==> config.mk <==
export PLATFORM = sky130hd
export DESIGN_NAME = enc_result_fifo
export DESIGN_NICKNAME = d
export VERILOG_FILES = /design/src/rtl/enc_result_fifo.sv
export SDC_FILE = /design/constraint.sdc
export NUM_CORES = 1
export LEC_CHECK = 0
export ABC_AREA = 0
export ABC_CLOCK_PERIOD_IN_PS = 2400
export CAP_MARGIN = 20
export CORE_MARGIN = 2
export CORE_UTILIZATION = 53
export CTS_CLUSTER_DIAMETER = 30
export DETAILED_ROUTE_END_ITERATION = 7
export GPL_TIMING_DRIVEN = 1
export MAX_ROUTING_LAYER = met4
export PLACE_DENSITY_LB_ADDON = 0.15
export SLEW_MARGIN = 30
export SYNTH_ARGS = -nofsm -noshare
export SYNTH_HDL_FRONTEND = slang
export SYNTH_SLANG_ARGS = --single-unit
==> constraint.sdc <==
create_clock -name clk -period 2.4 [get_ports clk]
set_input_delay 0.72 -clock clk [delete_from_list [all_inputs] [get_ports clk]]
set_output_delay 0.72 -clock clk [all_outputs]
set_load 0.05 [all_outputs]
==> src/rtl/enc_result_fifo.sv <==
// enc_result_fifo: buffers valid priority-encoder results in a first-word-
// fall-through FIFO toward a ready/valid consumer. Also keeps saturating
// per-index hit counters and a counter of results dropped while full.
module enc_result_fifo #(
  parameter int DEPTH = 8,
  parameter int CNT_W = 8
) (
  input  logic                       clk,
  input  logic                       rst,
  input  logic [1:0]                 enc_q,
  input  logic                       enc_valid,
  input  logic                       clr,
  output logic [1:0]                 out_idx,
  output logic                       out_valid,
  input  logic                       out_ready,
  output logic [$clog2(DEPTH):0]     level,
  output logic                       full,
  output logic [4*CNT_W-1:0]         hit_cnt,
  output logic [CNT_W-1:0]           ovf_cnt
);

  localparam int AW = $clog2(DEPTH);
  localparam int LW = AW + 1;

  logic [AW-1:0]    wr_ptr_q, wr_ptr_d;
  logic [AW-1:0]    rd_ptr_q, rd_ptr_d;
  logic [LW-1:0]    level_q, level_d;
  logic [CNT_W-1:0] hit_q [4];
  logic [CNT_W-1:0] hit_d [4];
  logic [CNT_W-1:0] ovf_q, ovf_d;
  logic [1:0]       mem [DEPTH];

  logic pop;
  logic push;
  logic drop;

  function automatic logic [CNT_W-1:0] sat_inc(input logic [CNT_W-1:0] v);
    return (&v) ? v : v + 1'b1;
  endfunction

  // Handshake decode and next-state computation for pointers, level and counters
  always_comb begin
    out_valid = (level_q != '0);
    full      = (level_q == LW'(DEPTH));
    pop       = out_valid & out_ready;
    push      = enc_valid & (~full | pop);
    drop      = enc_valid & full & ~pop;

    wr_ptr_d = push ? wr_ptr_q + 1'b1 : wr_ptr_q;
    rd_ptr_d = pop  ? rd_ptr_q + 1'b1 : rd_ptr_q;

    level_d = level_q;
    case ({push, pop})
      2'b10:   level_d = level_q + 1'b1;
      2'b01:   level_d = level_q - 1'b1;
      default: level_d = level_q;
    endcase

    // Index compare is gated by enc_valid first so an X on enc_q never reaches state
    for (int i = 0; i < 4; i++) begin
      hit_d[i] = hit_q[i];
      if (clr)
        hit_d[i] = '0;
      else if (enc_valid && (enc_q == 2'(i)))
        hit_d[i] = sat_inc(hit_q[i]);
    end

    ovf_d = ovf_q;
    if (clr)
      ovf_d = '0;
    else if (drop)
      ovf_d = sat_inc(ovf_q);
  end

  // Control state and counters, cleared asynchronously
  always_ff @(posedge clk or posedge rst) begin
    if (rst) begin
      wr_ptr_q <= '0;
      rd_ptr_q <= '0;
      level_q  <= '0;
      ovf_q    <= '0;
      for (int i = 0; i < 4; i++) hit_q[i] <= '0;
    end else begin
      wr_ptr_q <= wr_ptr_d;
      rd_ptr_q <= rd_ptr_d;
      level_q  <= level_d;
      ovf_q    <= ovf_d;
      for (int i = 0; i < 4; i++) hit_q[i] <= hit_d[i];
    end
  end

  // Entry storage; not reset, only ever read while the entry is occupied
  always_ff @(posedge clk) begin
    if (push) mem[wr_ptr_q] <= enc_q;
  end

  // Head is forced to 0 when empty so stale or uninitialised storage is never visible
  always_comb begin
    out_idx = out_valid ? mem[rd_ptr_q] : 2'b00;
    level   = level_q;
    ovf_cnt = ovf_q;
    for (int i = 0; i < 4; i++) hit_cnt[i*CNT_W +: CNT_W] = hit_q[i];
  end

endmodule
==> key figures, run 1 <==
Run status
  • Outcome: complete, but fails checks
  • Failing checks: setup timing

STA
  • # setup viols final: 2
  • Final WS setup: -21.4 ps
  • Period utilisation layout: 101%
  • Max Fclk: 0.413 GHz
  • Clock Skew: 7.84 ps
  • Slew Limit Fails: 0
  • Fin Hold WS: 547 ps
  • Slew headroom: 67.2%
  • RSZ-0062 raised after global routing: true
  • Setup_tns: -32.6 ps
  • Worst-Margin Slew: 479 ps
  • Min cycle time layout: 2420 ps
  • Number of hold violations in the final report: 0

Final layout
  • Footprint of the multi-input gates: 1580 µm²
  • Share of layout cells above drive strength 1: 16.5%
  • Fillers: 467
  • Fin cells: 472
  • Layout Nets: 405
  • Diode count: 0
  • Most frequent cells in the layout: dfrtp_1, clkdlybuf4s50_1, nor2_1
  • Post-synthesis to final-layout area growth: 30.1%
  • Fin area: 4400 µm²
  • Final Util: 70.4%
  • Register area: 1730 µm²
  • Most common cell after layout, fill and taps aside: dfrtp_1

Die
  • Io pins: 55
  • Chip height: 83.9 µm
  • Initial Util: 54.1%
  • Die Span X: 83.9 µm
  • Die ar.: 7030 µm²
  • Core area: 6240 µm²
  • Row cnt: 29

GRT
  • First-pass GRT wire length: 12200 µm
  • Global route overflow: 0
  • Total GRT Usage: 22.4%
  • Largest net degree at the start of global routing: 51
  • Vias in the first global route: 2601
  • Initial antenna violation count: 0

Placed design
  • Port-buffer cells: 54
  • Final HPWL DP: 4870 µm
  • Dpl cell area: 4180 µm²
  • Placed Instances: 455
  • Gpl congestion: 0.831

Synthesis
  • Ys async rst share: 75.8%
  • Post-synth EDFFs: 16
  • Flop and latch count out of synthesis: 66
  • Synthesized instance count: 308
  • Cell variety after synth: 56
  • Synth Warn #: 0
  • Net Count, Synth: 323
  • Post-synth top area share: 37.0%
  • Main synth FF type: dfrtp_1
  • Post-Syn Area: 3380 µm²
  • Sequential fraction of the synthesis area: 51.2%
  • Synth Area per Inst: 11.0 µm²
  • Synth top area cells: dfrtp_1, edfxtp_1, xnor2_1, nor2_1, ha_1
  • Largest area contributor in the netlist: dfrtp_1

Worst setup path
  • Crit path max fanout: 5
  • Critical path type: flip-flop to output pin
  • Crit path DAT: 1700 ps
  • Setup crit end kind: output pin
  • WP data required: 1680 ps
  • CP Launch Type: flip-flop

Power
  • Cell Pwr Density: 768 nW/µm²
  • Peak VDD IR: 878 µV
  • Leakage power: 1.92 nW

CTS
  • H-tree levels: 3
  • CTS tree: yes
  • Clock root cell: clkbuf_8
  • Clk_lat worst skew: 340 ps
  • TritonCTS buffer count: 9
  • Clock Pin Slew Worst Setup and Hold Paths: 70 ps
  • Longest Clk Path Bufs: 2
  • Clock Sinks: 66

Detailed routing
  • Routed wire length: 7100 µm
  • Vias per cell: 5.72
  • First-iteration detailed-routing DRC count: 113
  • Final ANT Viol Nets: 0
  • Wire per inst: 15.0 µm
  • DR vias: 2701
  • Drt pass-1 iters: 4
  • DRC: 0

Job
  • Max capacitance violation total: 0

Hold path
  • Hold crit path type: flip-flop to flip-flop
[stage by stage]
step / worst slack, ps / power, mW
after detailed placement: -125 / 2.52
final: -21.4 / 3.38
after floorplan: 65.1 / 2.20
after CTS: -52.6 / 3.40
after global placement: -37.9 / 2.49
after global routing: -149 / 3.56
[state kept, by name, indices dropped and copies added, names as in the netlist]
register,cells
hit_cnt,32
level,4
mem,16
ovf_cnt,8
rd_ptr_q,3
wr_ptr_q,3
[cells in the mapped netlist, types with 2 or more instances]
cell / number
o21ai_0: 3
nand2b_1: 4
o21ai_1: 7
nor2_1: 33
buf_2: 3
nor4_2: 2
dfrtp_1: 50
and3_1: 3
mux2i_1: 8
or4_1: 3
o31ai_1: 3
mux4_2: 4
edfxtp_1: 16
buf_1: 3
nand2_1: 15
nor3_1: 7
a31oi_1: 3
nor4_1: 4
nor3_2: 2
xnor2_1: 15
nand4_1: 10
nand3b_1: 3
or3_1: 7
xor2_1: 11
o21a_1: 3
clkbuf_1: 4
a21oi_1: 13
ha_1: 8
inv_1: 6
a211oi_1: 7
o2111ai_1: 3
o211ai_1: 3
and2_1: 4
nand3_1: 13
and4_1: 4
[logic make-up (layout without fill, tap and decap cells)]
family | after synthesis | count (layout) | synth area share, %
AND/OR/NAND/NOR | 120 | 120 | 19.8
adder cells (fa/ha/maj) | 8 | 8 | 2.96
buffers and inverters | 18 | 105 | 2.33
flip-flops | 66 | 66 | 51.2
AO/OA/AOI/OAI | 57 | 57 | 11.6
XOR/XNOR | 26 | 26 | 6.74
multiplexers | 13 | 13 | 5.37
[worst max-delay path: stages (launching register included)]
cell,delay [ps]
dfrtp_2,450
mux4_2,520
mux2i_1,150
nor2_1,70
buf_6,170
[per-layer routing]
layer / wire length (µm) / global-route usage, % / up-vias
met1: 3320 / 29.9 / 1316
met4: 60 / 8.50 / 0
li1: - / - / 1316
met3: 306 / 5.34 / 7
met5: 0 / - / -
met2: 3420 / 33.7 / 62
[path summary, 6_finish.rpt]
kind                             start           to  slack (ps)  cells past startpoint
setup / recovery           rd_ptr_q[0]   out_idx[0]         -20                      4
hold / removal             rd_ptr_q[2]  rd_ptr_q[2]         550                      1
setup reg to reg              level[3]     level[1]         320                      7
hold reg to reg            rd_ptr_q[2]  rd_ptr_q[2]         550                      1
max in group asynchronous          rst  rd_ptr_q[0]        1440                      3
min in group asynchronous          rst  wr_ptr_q[2]         730                      3
[power by group]
group | switching, mW | internal (mW) | total [mW]
sequential | 0.211 | 1.28 | 1.49
clock | 0.414 | 0.401 | 0.815
combinational | 0.601 | 0.470 | 1.07
[area by class of cell]
| type | count | area share (%) |
|---|---|---|
| multi-input combinational | 224 | 35.9 |
| clock buffer | 13 | 3.39 |
| tap | 77 | 2.19 |
| sequential | 66 | 39.4 |
| clock inverter | 3 | 0.398 |
| inverter | 7 | 0.598 |
| timing repair buffer | 82 | 18.1 |
[timing repair]
action | 4_1_cts | 5_1_grt
gates resized for setup | 5 | 9
buffers inserted | 1 | 0
pin swaps | 0 | 1
hold buffers | 0 | 0
endpoints found under the hold margin | 0 | 0
endpoints found under the setup margin | 4 | 11
Power figures use the tool's default switching activity.
==> run 2, diff against run 1 <==
REMOVE_ABC_BUFFERS = 1   (was unset)
==> key figures, run 2 (synthesis results as in run 1) <==
STA
  • Worst-Margin Slew: 513 ps (was 479 ps)
  • Setup_tns: 0 ps (was -32.6 ps)
  • Clock Skew: 7.13 ps (was 7.84 ps)
  • Number of hold violations in the final report: 0 (unchanged)
  • # setup viols final: 0 (was 2)
  • RSZ-0062 raised after global routing: true (unchanged)
  • Min cycle time layout: 2400 ps (was 2420 ps)
  • Slew headroom: 64.9% (was 67.2%)
  • Slew Limit Fails: 0 (unchanged)
  • Max Fclk: 0.417 GHz (was 0.413 GHz)
  • Fin Hold WS: 537 ps (was 547 ps)
  • Period utilisation layout: 99.9% (was 101%)

Die
  • Io pins: 55 (unchanged)
  • Row cnt: 29 (unchanged)
  • Initial Util: 54.1% (unchanged)
  • Die ar.: 7030 µm² (unchanged)
  • Core area: 6240 µm² (unchanged)
  • Chip height: 83.9 µm (unchanged)
  • Die Span X: 83.9 µm (unchanged)

CTS
  • CTS tree: yes (unchanged)
  • Clock Pin Slew Worst Setup and Hold Paths: 70 ps (about the same)
  • TritonCTS buffer count: 9 (unchanged)
  • Post-CTS Hold Buffers: 0 (unchanged)
  • Clk_lat worst skew: 340 ps (about the same)
  • Clock Sinks: 66 (unchanged)
  • H-tree levels: 3 (unchanged)
  • Longest Clk Path Bufs: 2 (unchanged)
  • Clock root cell: clkbuf_8 (unchanged)

Final layout
  • Share of layout cells above drive strength 1: 17.3% (was 16.5%)
  • Fillers: 488 (was 467)
  • Diode count: 0 (unchanged)
  • Layout Nets: 409 (was 405)
  • Most common cell after layout, fill and taps aside: dfrtp_1 (unchanged)
  • Largest register FFs: 32 (unchanged)
  • Most frequent cells in the layout: dfrtp_1, clkdlybuf4s50_1, buf_4 (was dfrtp_1, clkdlybuf4s50_1, nor2_1)
  • Post-synthesis to final-layout area growth: 30.8% (was 30.1%)
  • Fin area: 4420 µm² (was 4400 µm²)
  • Footprint of the multi-input gates: 1580 µm² (unchanged)
  • Register area: 1730 µm² (unchanged)
  • Final Util: 70.8% (was 70.4%)

Detailed routing
  • First-iteration detailed-routing DRC count: 137 (was 113)
  • DRC: 0 (unchanged)
  • DR vias: 2712 (was 2701)
  • Wire per inst: 15.1 µm (was 15.0 µm)
  • Drt pass-1 iters: 4 (unchanged)
  • Routed wire length: 7170 µm (was 7100 µm)
  • Final ANT Viol Nets: 0 (unchanged)
  • Vias per cell: 5.70 (was 5.72)

Placed design
  • Dpl cell area: 4200 µm² (was 4180 µm²)
  • Gpl congestion: 0.860 (was 0.831)
  • Port-buffer cells: 54 (unchanged)
  • Final HPWL DP: 5090 µm (was 4870 µm)

GRT
  • Total GRT Usage: 22.9% (was 22.4%)
  • First-pass GRT wire length: 12500 µm (was 12200 µm)
  • Initial antenna violation count: 0 (unchanged)
  • Vias in the first global route: 2700 (was 2601)
  • Global route overflow: 0 (unchanged)
  • Largest net degree at the start of global routing: 51 (unchanged)

Worst setup path
  • Setup crit end kind: output pin (unchanged)
  • CP Launch Type: flip-flop (unchanged)
  • Critical path type: flip-flop to output pin (unchanged)
  • R2r setup slk: 350 ps (was 320 ps)
  • WP data required: 1680 ps (about the same)
  • Crit path DAT: 1680 ps (was 1700 ps)
  • Crit path max fanout: 5 (unchanged)

Power
  • Power Total: 3.44 mW (was 3.38 mW)
  • Cell Pwr Density: 778 nW/µm² (was 768 nW/µm²)
  • Peak VDD IR: 772 µV (was 878 µV)
  • Leakage power: 1.85 nW (was 1.92 nW)

Run status
  • Outcome: complete, no violations (was complete, but fails checks)

Job
  • Max capacitance violation total: 0 (unchanged)

Hold path
  • Hold crit path type: flip-flop to flip-flop (unchanged)
-- run 2: cell type report --
class / instances / share of cell area [%]
well taps: 77 / 2.18
repair buffers: 86 / 18.1
flip-flops and latches: 66 / 39.2
clock buffers: 10 / 2.89
multi-input cells: 224 / 35.7
clock inverters: 6 / 1.30
inverters: 7 / 0.594
-- run 2: repair_timing --
action | CTS | global route
gates resized for setup | 4 | 5
gates cloned | 0 | 0
endpoints found under the setup margin | 3 | 7
buffers inserted | 1 | 0
-- run 2: power breakdown --
group,internal [mW],switching [mW],total [mW]
clock,0.471,0.412,0.883
combinational,0.472,0.597,1.07
sequential,1.28,0.206,1.49
total,2.22,1.21,3.44
-- run 2: worst paths after layout --
kind	startpoint	endpoint	depth (start not counted)
worst max-delay path	rd_ptr_q[0]	out_idx[1]	4
worst min-delay path	rd_ptr_q[2]	rd_ptr_q[2]	1
worst max register to register	level[3]	level[1]	7
worst min register to register	rd_ptr_q[2]	rd_ptr_q[2]	1
max in group asynchronous	rst	rd_ptr_q[0]	3
min in group asynchronous	rst	hit_cnt[9]	3
-- run 2: critical path, stage by stage (launching register included) --
cell     delay [ps]
dfrtp_2         450
mux4_2          520
mux2i_1         140
nor2_1           60
buf_6           160
-- run 2: metal layers --
metal	track usage (%)	wire, µm
met4	7.77	150
met1	29.5	3330
met5	-	0
met3	5.44	274
met2	36.1	3420
-- run 2: metrics by stage --
step | cells | setup slack (ps)
2_1_floorplan | 297 | 66.5
3_3_place_gp | 459 | -70.1
3_5_place_dp | 459 | -85.6
4_1_cts | 476 | -31.7
5_1_grt | 476 | -117
6_report | 476 | 2.47
